File: config.mk
export PLATFORM = sky130hd
export DESIGN_NAME = decode_stage_scoreboard
export DESIGN_NICKNAME = d
export VERILOG_FILES = /design/src/rtl/decode_stage_scoreboard.sv
export SDC_FILE = /design/constraint.sdc
export NUM_CORES = 1
export LEC_CHECK = 0
export CAP_MARGIN = 25
export CORE_UTILIZATION = 30
export CTS_BUF_LIST = sky130_fd_sc_hd__clkbuf_16
export DETAILED_ROUTE_END_ITERATION = 10
export HOLD_SLACK_MARGIN = 0.1
export PLACE_DENSITY = 0.54
export SKIP_LAST_GASP = 1
export SYNTH_ARGS = -nofsm -noshare
export SYNTH_HDL_FRONTEND = slang
export SYNTH_SLANG_ARGS = --single-unit
File: constraint.sdc
create_clock -name clk -period 9.2 [get_ports clk]
set_input_delay 2.3 -clock clk [delete_from_list [all_inputs] [get_ports clk]]
set_output_delay 2.3 -clock clk [all_outputs]
set_load 0.005 [all_outputs]
File: src/rtl/decode_stage_scoreboard.sv
`default_nettype none
// ============================================================================
// Module : decode_stage_scoreboard
// Desc   : RV32I control decode, valid/ready output register, RAW scoreboard
// Rev    : 1.0
// ============================================================================
module decode_stage_scoreboard #(
   parameter int XLEN        = 32,
   parameter int REG_ADDR_W  = 5,
   parameter int STALL_CNT_W = 16
) (
   input  logic                   clk,
   input  logic                   rst_n,
   input  logic                   in_valid,
   output logic                   in_ready,
   input  logic [31:0]            in_instr,
   input  logic [XLEN-1:0]        in_pc,
   output logic                   out_valid,
   input  logic                   out_ready,
   output logic [31:0]            out_instr,
   output logic [XLEN-1:0]        out_pc,
   output logic                   out_should_read_mem,
   output logic                   out_should_write_mem,
   output logic                   out_should_write_reg,
   output logic [REG_ADDR_W-1:0]  out_rs1_addr,
   output logic [REG_ADDR_W-1:0]  out_rs2_addr,
   output logic [REG_ADDR_W-1:0]  out_rd_addr,
   output logic [2:0]             out_alu_a_src,
   output logic [2:0]             out_alu_b_src,
   output logic                   out_illegal,
   input  logic                   wb_valid,
   input  logic [REG_ADDR_W-1:0]  wb_rd_addr,
   input  logic                   flush,
   output logic [STALL_CNT_W-1:0] stall_count
);
   localparam int NUM_REGS = 2**REG_ADDR_W;

   localparam logic [2:0] c_src_zero  = 3'd0;
   localparam logic [2:0] c_src_four  = 3'd1;
   localparam logic [2:0] c_src_pc    = 3'd2;
   localparam logic [2:0] c_src_reg   = 3'd3;
   localparam logic [2:0] c_src_imm12 = 3'd4;
   localparam logic [2:0] c_src_imm20 = 3'd5;

   localparam logic [4:0] c_op_load   = 5'h00;
   localparam logic [4:0] c_op_fence  = 5'h03;
   localparam logic [4:0] c_op_imm    = 5'h04;
   localparam logic [4:0] c_op_auipc  = 5'h05;
   localparam logic [4:0] c_op_store  = 5'h08;
   localparam logic [4:0] c_op_op     = 5'h0c;
   localparam logic [4:0] c_op_lui    = 5'h0d;
   localparam logic [4:0] c_op_branch = 5'h18;
   localparam logic [4:0] c_op_jalr   = 5'h19;
   localparam logic [4:0] c_op_jal    = 5'h1b;

   logic                   w_rd_mem, w_wr_mem, w_wr_reg, w_uses_rs1, w_uses_rs2, w_illegal;
   logic [2:0]             w_a_src, w_b_src;
   logic [REG_ADDR_W-1:0]  w_rs1, w_rs2, w_rd;
   logic                   w_rs1_hz, w_rs2_hz, w_hazard, w_load;
   logic [NUM_REGS-1:0]    r_pending, w_pending_nxt;

   logic                   r_out_valid, r_rd_mem, r_wr_mem, r_wr_reg, r_illegal;
   logic [31:0]            r_instr;
   logic [XLEN-1:0]        r_pc;
   logic [REG_ADDR_W-1:0]  r_rs1, r_rs2, r_rd;
   logic [2:0]             r_a_src, r_b_src;
   logic [STALL_CNT_W-1:0] r_stall_count;

   assign w_rs1 = in_instr[15 +: REG_ADDR_W];
   assign w_rs2 = in_instr[20 +: REG_ADDR_W];
   assign w_rd  = in_instr[7 +: REG_ADDR_W];

   always_comb begin
      w_rd_mem   = 1'b0;
      w_wr_mem   = 1'b0;
      w_wr_reg   = 1'b0;
      w_a_src    = c_src_zero;
      w_b_src    = c_src_zero;
      w_uses_rs1 = 1'b0;
      w_uses_rs2 = 1'b0;
      w_illegal  = 1'b1;
      if (in_instr[1:0] == 2'b11) begin
         w_illegal = 1'b0;
         case (in_instr[6:2])
            c_op_load:   begin w_rd_mem = 1'b1; w_wr_reg = 1'b1; w_a_src = c_src_reg;
                               w_b_src = c_src_imm12; w_uses_rs1 = 1'b1; end
            c_op_fence:  ;
            c_op_imm:    begin w_wr_reg = 1'b1; w_a_src = c_src_reg; w_b_src = c_src_imm12;
                               w_uses_rs1 = 1'b1; end
            c_op_auipc:  begin w_wr_reg = 1'b1; w_a_src = c_src_pc; w_b_src = c_src_imm20; end
            c_op_store:  begin w_wr_mem = 1'b1; w_a_src = c_src_reg; w_b_src = c_src_imm12;
                               w_uses_rs1 = 1'b1; w_uses_rs2 = 1'b1; end
            c_op_op:     begin w_wr_reg = 1'b1; w_a_src = c_src_reg; w_b_src = c_src_reg;
                               w_uses_rs1 = 1'b1; w_uses_rs2 = 1'b1; end
            c_op_lui:    begin w_wr_reg = 1'b1; w_b_src = c_src_imm20; end
            c_op_branch: begin w_a_src = c_src_reg; w_b_src = c_src_reg;
                               w_uses_rs1 = 1'b1; w_uses_rs2 = 1'b1; end
            c_op_jalr:   begin w_wr_reg = 1'b1; w_a_src = c_src_pc; w_b_src = c_src_four;
                               w_uses_rs1 = 1'b1; end
            c_op_jal:    begin w_wr_reg = 1'b1; w_a_src = c_src_pc; w_b_src = c_src_four; end
            default:     w_illegal = 1'b1;
         endcase
      end
   end

   // A writeback retiring the same register this cycle resolves the hazard (write-before-read RF).
   assign w_rs1_hz = w_uses_rs1 && (w_rs1 != '0) && r_pending[w_rs1] && !(wb_valid && (wb_rd_addr == w_rs1));
   assign w_rs2_hz = w_uses_rs2 && (w_rs2 != '0) && r_pending[w_rs2] && !(wb_valid && (wb_rd_addr == w_rs2));
   assign w_hazard = in_valid && (w_rs1_hz || w_rs2_hz);
   assign in_ready = !flush && !w_hazard && (!r_out_valid || out_ready);
   assign w_load   = in_valid && in_ready;

   always_comb begin
      w_pending_nxt = r_pending;
      if (wb_valid) w_pending_nxt[wb_rd_addr] = 1'b0;
      if (w_load && w_wr_reg) w_pending_nxt[w_rd] = 1'b1;
      w_pending_nxt[0] = 1'b0;
   end

   always_ff @(posedge clk or negedge rst_n) begin
      if (!rst_n) begin
         r_pending     <= '0;
         r_stall_count <= '0;
      end else begin
         r_pending <= flush ? '0 : w_pending_nxt;
         if (w_hazard && !flush && (r_stall_count != '1))
            r_stall_count <= r_stall_count + STALL_CNT_W'(1);
      end
   end

   always_ff @(posedge clk or negedge rst_n) begin
      if (!rst_n) begin
         r_out_valid <= 1'b0;
         r_instr     <= '0;
         r_pc        <= '0;
         r_rd_mem    <= 1'b0;
         r_wr_mem    <= 1'b0;
         r_wr_reg    <= 1'b0;
         r_rs1       <= '0;
         r_rs2       <= '0;
         r_rd        <= '0;
         r_a_src     <= '0;
         r_b_src     <= '0;
         r_illegal   <= 1'b0;
      end else if (flush) begin
         r_out_valid <= 1'b0;
      end else if (w_load) begin
         r_out_valid <= 1'b1;
         r_instr     <= in_instr;
         r_pc        <= in_pc;
         r_rd_mem    <= w_rd_mem;
         r_wr_mem    <= w_wr_mem;
         r_wr_reg    <= w_wr_reg;
         r_rs1       <= w_rs1;
         r_rs2       <= w_rs2;
         r_rd        <= w_rd;
         r_a_src     <= w_a_src;
         r_b_src     <= w_b_src;
         r_illegal   <= w_illegal;
      end else if (out_ready) begin
         r_out_valid <= 1'b0;
      end
   end

   assign out_valid            = r_out_valid;
   assign out_instr            = r_instr;
   assign out_pc               = r_pc;
   assign out_should_read_mem  = r_rd_mem;
   assign out_should_write_mem = r_wr_mem;
   assign out_should_write_reg = r_wr_reg;
   assign out_rs1_addr         = r_rs1;
   assign out_rs2_addr         = r_rs2;
   assign out_rd_addr          = r_rd;
   assign out_alu_a_src        = r_a_src;
   assign out_alu_b_src        = r_b_src;
   assign out_illegal          = r_illegal;
   assign stall_count          = r_stall_count;
endmodule
`default_nettype wire
# Word-level counts from Yosys, hierarchy flattened
# Cells that the tools add are included.
# classes
n_eq_ne	13
n_reduce_logical	39
n_lt_le_gt_ge	6
mux	30
n_bitwise	4
n_addsub	1
# op_table
cell	count
32-bit two-way mux	3
32-bit AND	1
32-bit inverter	1
32-bit bitwise OR	1
5-bit by 6-bit < comparator with 1-bit output (second input constant)	4
1-bit two-way mux	19
1-bit logical AND	17
16-bit by 1-bit adder with 16-bit output (second input constant)	1
16-bit != test (second input constant)	1
5-bit by 4-bit equality test with 1-bit output (second input constant)	3
5-bit equality test (second input constant)	3
3-bit case mux with 4 select lines	1
1-bit binary-select mux with 5-bit select	2
1-bit demux with 5-bit select	2
5-bit by 3-bit equality test with 1-bit output (second input constant)	2
5-bit equality test	2
5-bit by 1-bit >= comparator with 1-bit output (second input constant)	2
5-bit nonzero test	2
10-bit OR reduction	1
3-bit OR reduction	3
7-bit OR reduction	1
2-bit OR reduction	3
6-bit OR reduction	1
5-bit by 2-bit equality test with 1-bit output (second input constant)	1
other kinds (11)	16
# totals
wordCells	107
inputBits	75
register_bits	138
out_inout_bits	107

# Longest topological paths before layout
# Gate-level depths: netlist of run 1.
# logic_depth
depth_word	16
depth_mapped	11
mapped_depth_nobuf	7

# Worst setup path after synthesis of run 1
# Ideal clock, no wire load.
# synth_timing
path_type	in2out
start	input port in_instr[2]
end	output port in_ready
n_path_buf	2
t_arrival_ns	4.165
stages	7
slack_ns	2.735
required_time_ns	6.900
cell_sequence	clkbuf_1 > or4b_1 > a2111oi_0 > nand4_1 > o32ai_4 > clkbuf_1 > a211oi_1
# synth_via
elab_chain_cells	12
word_cells_on_any_way	23
classes_between	eq/ne: 5; mux: 4; reduce/logical: 14
# synth_lines
element	line	text
start, declared	16	input logic [31:0] in_instr,
5-bit equality test, or another cell as far along	84	case (in_instr[6:2])
6-bit OR reduction (no source line) or 3-bit OR reduction (tied branches)	-	
1-bit two-way mux	84	
1-bit two-way mux	82	if (in_instr[1:0] == 2'b11) begin
1-bit logical AND, on equally long branches (3 in series)	107, 108	
1-bit logical OR *	109	assign w_hazard = in_valid && (w_rs1_hz || w_rs2_hz);
1-bit logical AND *	109	
1-bit zero test *	110	assign in_ready = !flush && !w_hazard && (!r_out_valid || out_ready);
1-bit logical AND * (2 in series)	110	
end, declared	15	output logic in_ready,
# Mark *: on every way between the ends. The rest lies on a longest branch, timed or not.

# Worst setup path after layout of run 1
# layout_timing
start	input port in_instr[21]
end	output port in_ready
# layout_via
elab_chain_cells	9
word_cells_on_any_way	14
classes_between	eq/ne: 1; mux: 2; reduce/logical: 11
# layout_lines
element	line	text
1-bit binary-select mux with 5-bit select, or another cell as far along	108	assign w_rs2_hz = w_uses_rs2 && (w_rs2 != '0) && r_pending[w_rs2] && !(wb_valid && (wb_rd_addr == w_rs2));
1-bit two-way mux (not written as such) or 1-bit logical AND (tied branches)	108	
1-bit logical AND or 1-bit zero test (tied branches)	108	
1-bit logical AND *	108	
1-bit logical OR *	109	
1-bit logical AND *	109	
1-bit zero test *	110	
1-bit logical AND * (2 in series)	110	
# Mark *: on every way between the ends. The rest lies on a longest branch, timed or not. The select of a mux whose other input is x is not followed.

==> results of run 1 <==
==> Yosys cell counts (8+ instances only) <==
master	count	area [sq um]
mux4_2	8	180.2
inv_1	10	37.54
nand3_1	19	95.09
dfrtp_1	121	3028
mux2_2	58	653.1
clkbuf_1	22	82.58
nand2_1	30	112.6
o41ai_2	31	504.2
nand3b_1	21	157.7
mux2i_1	16	160.2
buf_2	10	50.05
mux2_1	17	191.4
nor2b_1	20	125.1
buf_4	17	127.6
xnor2_1	17	148.9
o21ai_0	22	110.1
xor2_1	8	70.07
and3_1	9	56.30
nor2_1	12	45.04
==> placed cells by master (no fill, tap or decap), types with 5 or more instances in the layout <==
master	instances
a21oi_1	5
and3_1	9
buf_4	6
clkbuf_16	17
clkdlybuf4s50_1	179
dfrtp_1	121
inv_1	12
mux2_1	17
mux2_2	58
mux2i_1	16
mux4_2	8
nand2_1	30
nand2b_1	6
nand3_1	19
nand3b_1	21
nand4_1	6
nor2_1	12
nor2b_1	20
nor3_1	7
nor3b_1	6
o21ai_0	22
o41ai_2	31
or2_2	5
xnor2_1	17
xor2_1	8
==> power breakdown <==
part | switching [mW] | internal [mW]
registers | 0.0342 | 0.589
logic | 0.118 | 0.201
clock network | 0.248 | 0.421
==> routing by layer <==
metal / part of all wire, % / global-route usage (%) / vias to the layer above
met5: 0 / 0 / -
met4: 1.3 / 6.162 / 0
met3: 6.8 / 3.697 / 18
met2: 49 / 27.63 / 184
met1: 43 / 22.69 / 2608
li1: - / - / 2299
==> worst paths after layout <==
kind / cells after the start / end / slack, ns
worst max-delay path: 6 / in_ready / 1.41
worst min-delay path: 1 / stall_count[8]$_DFFE_PN0P_ / 0.49
worst max register to register: 7 / out_pc[26]$_DFFE_PN0P_ / 5.40
worst min register to register: 1 / stall_count[8]$_DFFE_PN0P_ / 0.49
max in group asynchronous: 3 / out_instr[21]$_DFFE_PN0P_ / 6.26
min in group asynchronous: 1 / out_instr[13]$_DFFE_PN0P_ / 1.90
==> worst reg2reg max path, stage by stage, from the launching register on <==
cell and delay (ns):
dfrtp_1 0.45, mux2i_1 0.10, mux4_2 0.46, a32o_1 0.30
o32ai_4 0.63, or3_4 0.78, buf_4 0.55, mux2_2 0.40
==> per-stage QoR <==
stage               area (sq um)  setup slack [ns]  utilization [%]  power, mW  std cells
floorplan                   6604             2.735                -     0.7596        552
global placement            8439             1.487            39.65     0.9483        953
detailed placement          8439             1.427            39.65     0.9557        953
CTS                         9025             1.412            42.40      1.634        984
global route                9052             1.237            42.53      1.688        985
finish                      9055             1.411            42.54      1.611        986
==> cell families (layout without fill, tap and decap cells) <==
| logic type | Yosys count | in the layout | share of synthesized area, % |
|---|---|---|---|
| compound gates | 77 | 77 | 12.79 |
| xor+xnor | 25 | 25 | 3.316 |
| fa+ha+maj | 1 | 1 | 0.1894 |
| buf+inv | 69 | 227 | 5.874 |
| flops | 121 | 121 | 45.85 |
| mux | 100 | 100 | 18.17 |
| other cells | 1 | 2 | 0.05679 |
| simple gates | 158 | 158 | 13.76 |
==> area by class of cell <==
| cell class | count | area (sq um) | area share, % |
|---|---|---|---|
| Sequential cell | 121 | 3028 | 33.44 |
| Antenna cell | 1 | 2.502 | 0.02764 |
| Inverter | 10 | 37.54 | 0.4145 |
| Clock buffer | 17 | 425.4 | 4.698 |
| Clock inverter | 14 | 160.2 | 1.769 |
| Multi-Input combinational cell | 362 | 3193 | 35.26 |
| Timing Repair Buffer | 186 | 1864 | 20.59 |
| Tap cell | 275 | 344.1 | 3.800 |
==> results.py, run 1 <==
metrics = {
    "drt": {
        "firstDrtPassIters": 5,
        "vias": 5109,
        "ant_nets": 0,
        "drt-initial-drc-count": 302,
        "avgViaCountPerCell": 5.182,
        "routed_wirelength_um": 18890,
        "wl_per_cell_um": 19.16,
        "route.detailed.drc": 0,
    },
    "timing": {
        "tightestPinTransition_ns": 0.8550,
        "fmax_ghz": 0.1284,
        "fin_crit_sh_pct": 84.67,
        "finalHoldViolCount": 0,
        "finalCriticalPeriod_ns": 7.789,
        "setup_tns_ns": 0,
        "grt_setup_unrepaired": "false",
        "maxSlewViolCount": 0,
        "slew_headroom_pct": 42.79,
        "setup_violations": 0,
        "holdWs_ns": 0.4870,
        "skew_ns": 0.01178,
    },
    "grt": {
        "grt_pass1_wl_um": 29350,
        "track_usage_pct": 17.20,
        "grt_start_max_net_pins": 73,
        "grt_pass1_vias": 5164,
        "grt_antenna_before_repair": 1,
        "overflow": 0,
    },
    "power_and_ir_drop": {
        "cellPowerDensity_nw_per_um2": 177.9,
        "vdd_drop_max_mv": 0.1086,
        "leakage_nw": 3.691,
    },
    "placed_design": {
        "gp_congestion": 0.9115,
        "placement.io_buffers": 180,
        "dp_hpwl_um": 13530,
    },
    "clocking": {
        "clk_latency_ns": 0.42,
        "clkTransAtPathRegs_ns": 0.06,
        "cts_tree": "done",
        "cts_root_buf": "clkbuf_16",
        "clk_path_buf_depth": 2,
        "cts-resized-gates": 0,
        "hold_buffers": 0,
        "clock_sinks": 121,
        "numCtsBuffers": 17,
        "cts_setup_buffers": 0,
        "cts-htree-levels": 4,
    },
    "worst_setup_path": {
        "critPathLaunch": "in_instr[21]",
        "critPathMaxStageDelay_ns": 0.90,
        "path_cells": "clkdlybuf4s50_1, mux4_2, a2111oi_2, o32ai_4, a211oi_1, clkdlybuf4s50_1",
        "cp_max_fo": 17,
        "critPathLaunchType": "input port",
        "critPathKind": "input port to output port",
        "rr_startpoint": "r_pending[4]$_DFF_PN0_",
        "arrival_ns": 5.49,
        "critPathSlowestCell": "clkdlybuf4s50_1",
        "path_buf_inv": 2,
        "cp.required_ns": 6.90,
        "cp_common_cell": "clkdlybuf4s50_1",
        "critPathTopFamily": "buffers and inverters",
        "end_kind": "output port",
    },
    "yosys": {
        "ys_seq_area_share_pct": 45.85,
        "synthCells": 552,
        "avgSynthCellArea_sq_um": 11.96,
        "ys_seq_elements": 121,
        "synth_cell_types": 52,
        "synth_edf_count": 0,
        "synth-main-ff-cell": "dfrtp_1",
        "yosysWarnings": 0,
        "synth_nets": 628,
        "async_flop_share_pct": 100.0,
        "synth.cell_area_sq_um": 6604,
    },
    "die": {
        "die_area_sq_um": 22610,
        "dieWidth_um": 150.4,
        "core_sq_um": 21290,
        "start_util_pct": 31.02,
        "fp.dieH_um": 150.4,
        "pin_count": 182,
        "rows": 53,
    },
    "job": {
        "maxCapViolations": 0,
    },
    "final_layout": {
        "syn_to_final_growth_pct": 37.12,
        "layout-drive-gt1-share_pct": 20.42,
        "fillCellCount": 2025,
        "final_nets": 774,
    },
    "worst_hold_path": {
        "hp-class": "flop to flop",
        "hp-start": "stall_count[8]$_DFFE_PN0P_",
    },
    "status": {
        "outcome": "completed",
    },
}
No activity file was read; power rests on OpenSTA's default activity.
==> run 2, diff against run 1 <==
--- a/config.mk
+++ b/config.mk
@@ -10,7 +10,7 @@
 export CTS_BUF_LIST = sky130_fd_sc_hd__clkbuf_16
 export DETAILED_ROUTE_END_ITERATION = 10
 export HOLD_SLACK_MARGIN = 0.1
-export PLACE_DENSITY = 0.54
+export PLACE_DENSITY = 0.56
 export SKIP_LAST_GASP = 1
 export SYNTH_ARGS = -nofsm -noshare
 export SYNTH_HDL_FRONTEND = slang
==> constraint.sdc (replaced) <==
create_clock -name clk -period 6.3 [get_ports clk]
set_input_delay 1.575 -clock clk [delete_from_list [all_inputs] [get_ports clk]]
set_output_delay 1.575 -clock clk [all_outputs]
set_load 0.005 [all_outputs]
==> results.py, run 2 (same netlist as run 1, synthesis figures left out) <==
metrics = {
    "status": {
        "outcome": "completed",
    },
    "clocking": {
        "cts_root_buf": "clkbuf_16",
        "cts_setup_buffers": 0,
        "clk_latency_ns": 0.42,
        "hold_buffers": 0,
        "cts-htree-levels": 4,
        "clk_path_buf_depth": 2,
        "clock_sinks": 121,
        "cts_tree": "done",
        "numCtsBuffers": 17,
        "clkTransAtPathRegs_ns": 0.05,
        "cts-resized-gates": 0,
    },
    "worst_hold_path": {
        "hp-class": "flop to flop",
        "min_delay_path_depth": 1,
        "hp-start": "out_pc[22]$_DFFE_PN0P_",
        "min_to": "out_pc[22]$_DFFE_PN0P_",
    },
    "die": {
        "rows": 53,
        "pin_count": 182,
        "fp.dieH_um": 150.4,
        "start_util_pct": 31.02,
        "die_area_sq_um": 22610,
        "core_sq_um": 21290,
        "dieWidth_um": 150.4,
    },
    "worst_setup_path": {
        "cp_max_fo": 13,
        "cp.required_ns": 4.72,
        "critPathLaunchType": "input port",
        "cp_common_cell": "clkdlybuf4s50_1",
        "reg2reg_depth": 8,
        "r2r_slack_ns": 3.07,
        "path_buf_inv": 2,
        "critPathLaunch": "in_instr[16]",
        "r2r_end": "out_pc[9]$_DFFE_PN0P_",
        "critPathSlowestCell": "clkdlybuf4s50_1",
        "critPathKind": "input port to output port",
        "arrival_ns": 4.38,
        "critPathTopFamily": "buffers and inverters",
        "end_kind": "output port",
        "rr_startpoint": "r_pending[4]$_DFF_PN0_",
        "path_cells": "clkdlybuf4s50_1, mux2_4, nand2_1, a21oi_1, a2111oi_4, o32ai_4, a211oi_1, clkdlybuf4s50_1",
        "critPathMaxStageDelay_ns": 0.86,
    },
    "final_layout": {
        "final_cell_mix": "clkdlybuf4s50_1 (179), dfrtp_1 (121), mux2_2 (58)",
        "fillCellCount": 1972,
        "final_nets": 785,
        "syn_to_final_growth_pct": 39.16,
        "stdcell_area_sq_um": 9190,
        "regArea_sq_um": 3028,
        "instances_no_fill": 996,
        "final_common_cell": "clkdlybuf4s50_1",
        "layout-drive-gt1-share_pct": 21.39,
        "multiInputGateArea_sq_um": 3193,
    },
    "placed_design": {
        "gp_congestion": 0.9719,
        "post_dp_cell_area_sq_um": 8547,
        "placement.io_buffers": 180,
        "place_inst": 964,
        "dp_hpwl_um": 13650,
        "pre_cts_slack_ns": 0.3587,
    },
    "grt": {
        "grt_pass1_wl_um": 29640,
        "grt_pass1_vias": 5305,
        "grt_start_max_net_pins": 79,
        "grt_antenna_before_repair": 1,
        "overflow": 0,
        "track_usage_pct": 17.33,
    },
    "timing": {
        "fmax_ghz": 0.1681,
        "finalHoldViolCount": 0,
        "grt_setup_unrepaired": "false",
        "maxSlewViolCount": 0,
        "skew_ns": 0.008036,
        "setup_violations": 0,
        "setup_tns_ns": 0,
        "worst_slack_ns": 0.3499,
        "finalCriticalPeriod_ns": 5.950,
        "slew_headroom_pct": 38.17,
        "tightestPinTransition_ns": 0.9241,
        "fin_crit_sh_pct": 94.45,
    },
    "drt": {
        "routed_wirelength_um": 19000,
        "drt-initial-drc-count": 348,
        "ant_nets": 0,
        "firstDrtPassIters": 7,
        "route.detailed.drc": 0,
        "vias": 5166,
        "wl_per_cell_um": 19.08,
        "avgViaCountPerCell": 5.187,
    },
    "power_and_ir_drop": {
        "vdd_drop_max_mv": 0.1569,
        "leakage_nw": 3.781,
        "cellPowerDensity_nw_per_um2": 262.7,
    },
    "job": {
        "maxCapViolations": 0,
    },
}
## run 2: cell count changes in the layout (fill, tap and decap cells not counted)
cell	before	now
buf_4	6	15
clkinv_4	3	0
buf_12	0	2
bufinv_16	3	5
clkinvlp_4	3	1
clkinv_2	2	3
inv_1	12	13
## run 2: layout make-up
| type | instances | share of cell area, % |
|---|---|---|
| Multi-Input combinational cell | 362 | 34.74 |
| Timing Repair Buffer | 197 | 21.46 |
| Tap cell | 275 | 3.744 |
| Antenna cell | 1 | 0.02723 |
| Inverter | 10 | 0.4084 |
| Clock buffer | 17 | 4.629 |
| Sequential cell | 121 | 32.95 |
| Clock inverter | 13 | 2.042 |
## run 2: where the power goes
| group | total, mW | switching [mW] | internal (mW) |
|---|---|---|---|
| Sequential | 0.912 | 0.0512 | 0.861 |
| Combinational | 0.474 | 0.174 | 0.300 |
| Clock | 1.03 | 0.340 | 0.688 |
## run 2: worst register-to-register path, cell delays in order (launching register included)
cell and delay (ns):
dfrtp_1 0.45, mux2i_1 0.10, mux4_2 0.47, a32o_1 0.30, o32ai_4 0.37, buf_4 0.28, or3_4 0.43, buf_4 0.34
mux2_1 0.36
## run 2: per-stage QoR
step	hold WS (ns)	util [%]	power [mW]
CTS	0.4932	43.03	2.448
detailed placement	0.4814	40.15	1.404
global placement	0.4769	40.15	1.395
global route	0.5135	43.16	2.534
floorplan	0.4804	-	1.109
finish	0.4871	43.17	2.414
## run 2: metal layers
| metal | global-route usage [%] | part of all wire, % |
|---|---|---|
| met3 | 4.394 | 7.3 |
| met1 | 22.36 | 43 |
| met5 | 0 | 0 |
| met2 | 27.65 | 48 |
| met4 | 6.869 | 1.7 |
## run 2: worst max-delay path by stage
stage               endpoint  slack [ns]  depth (start not counted)
floorplan           in_ready        1.28                          7
global placement    in_ready        0.38                          8
detailed placement  in_ready        0.36                          8
CTS                 in_ready        0.35                          8
global route        in_ready        0.17                          8
finish              in_ready        0.35                          8
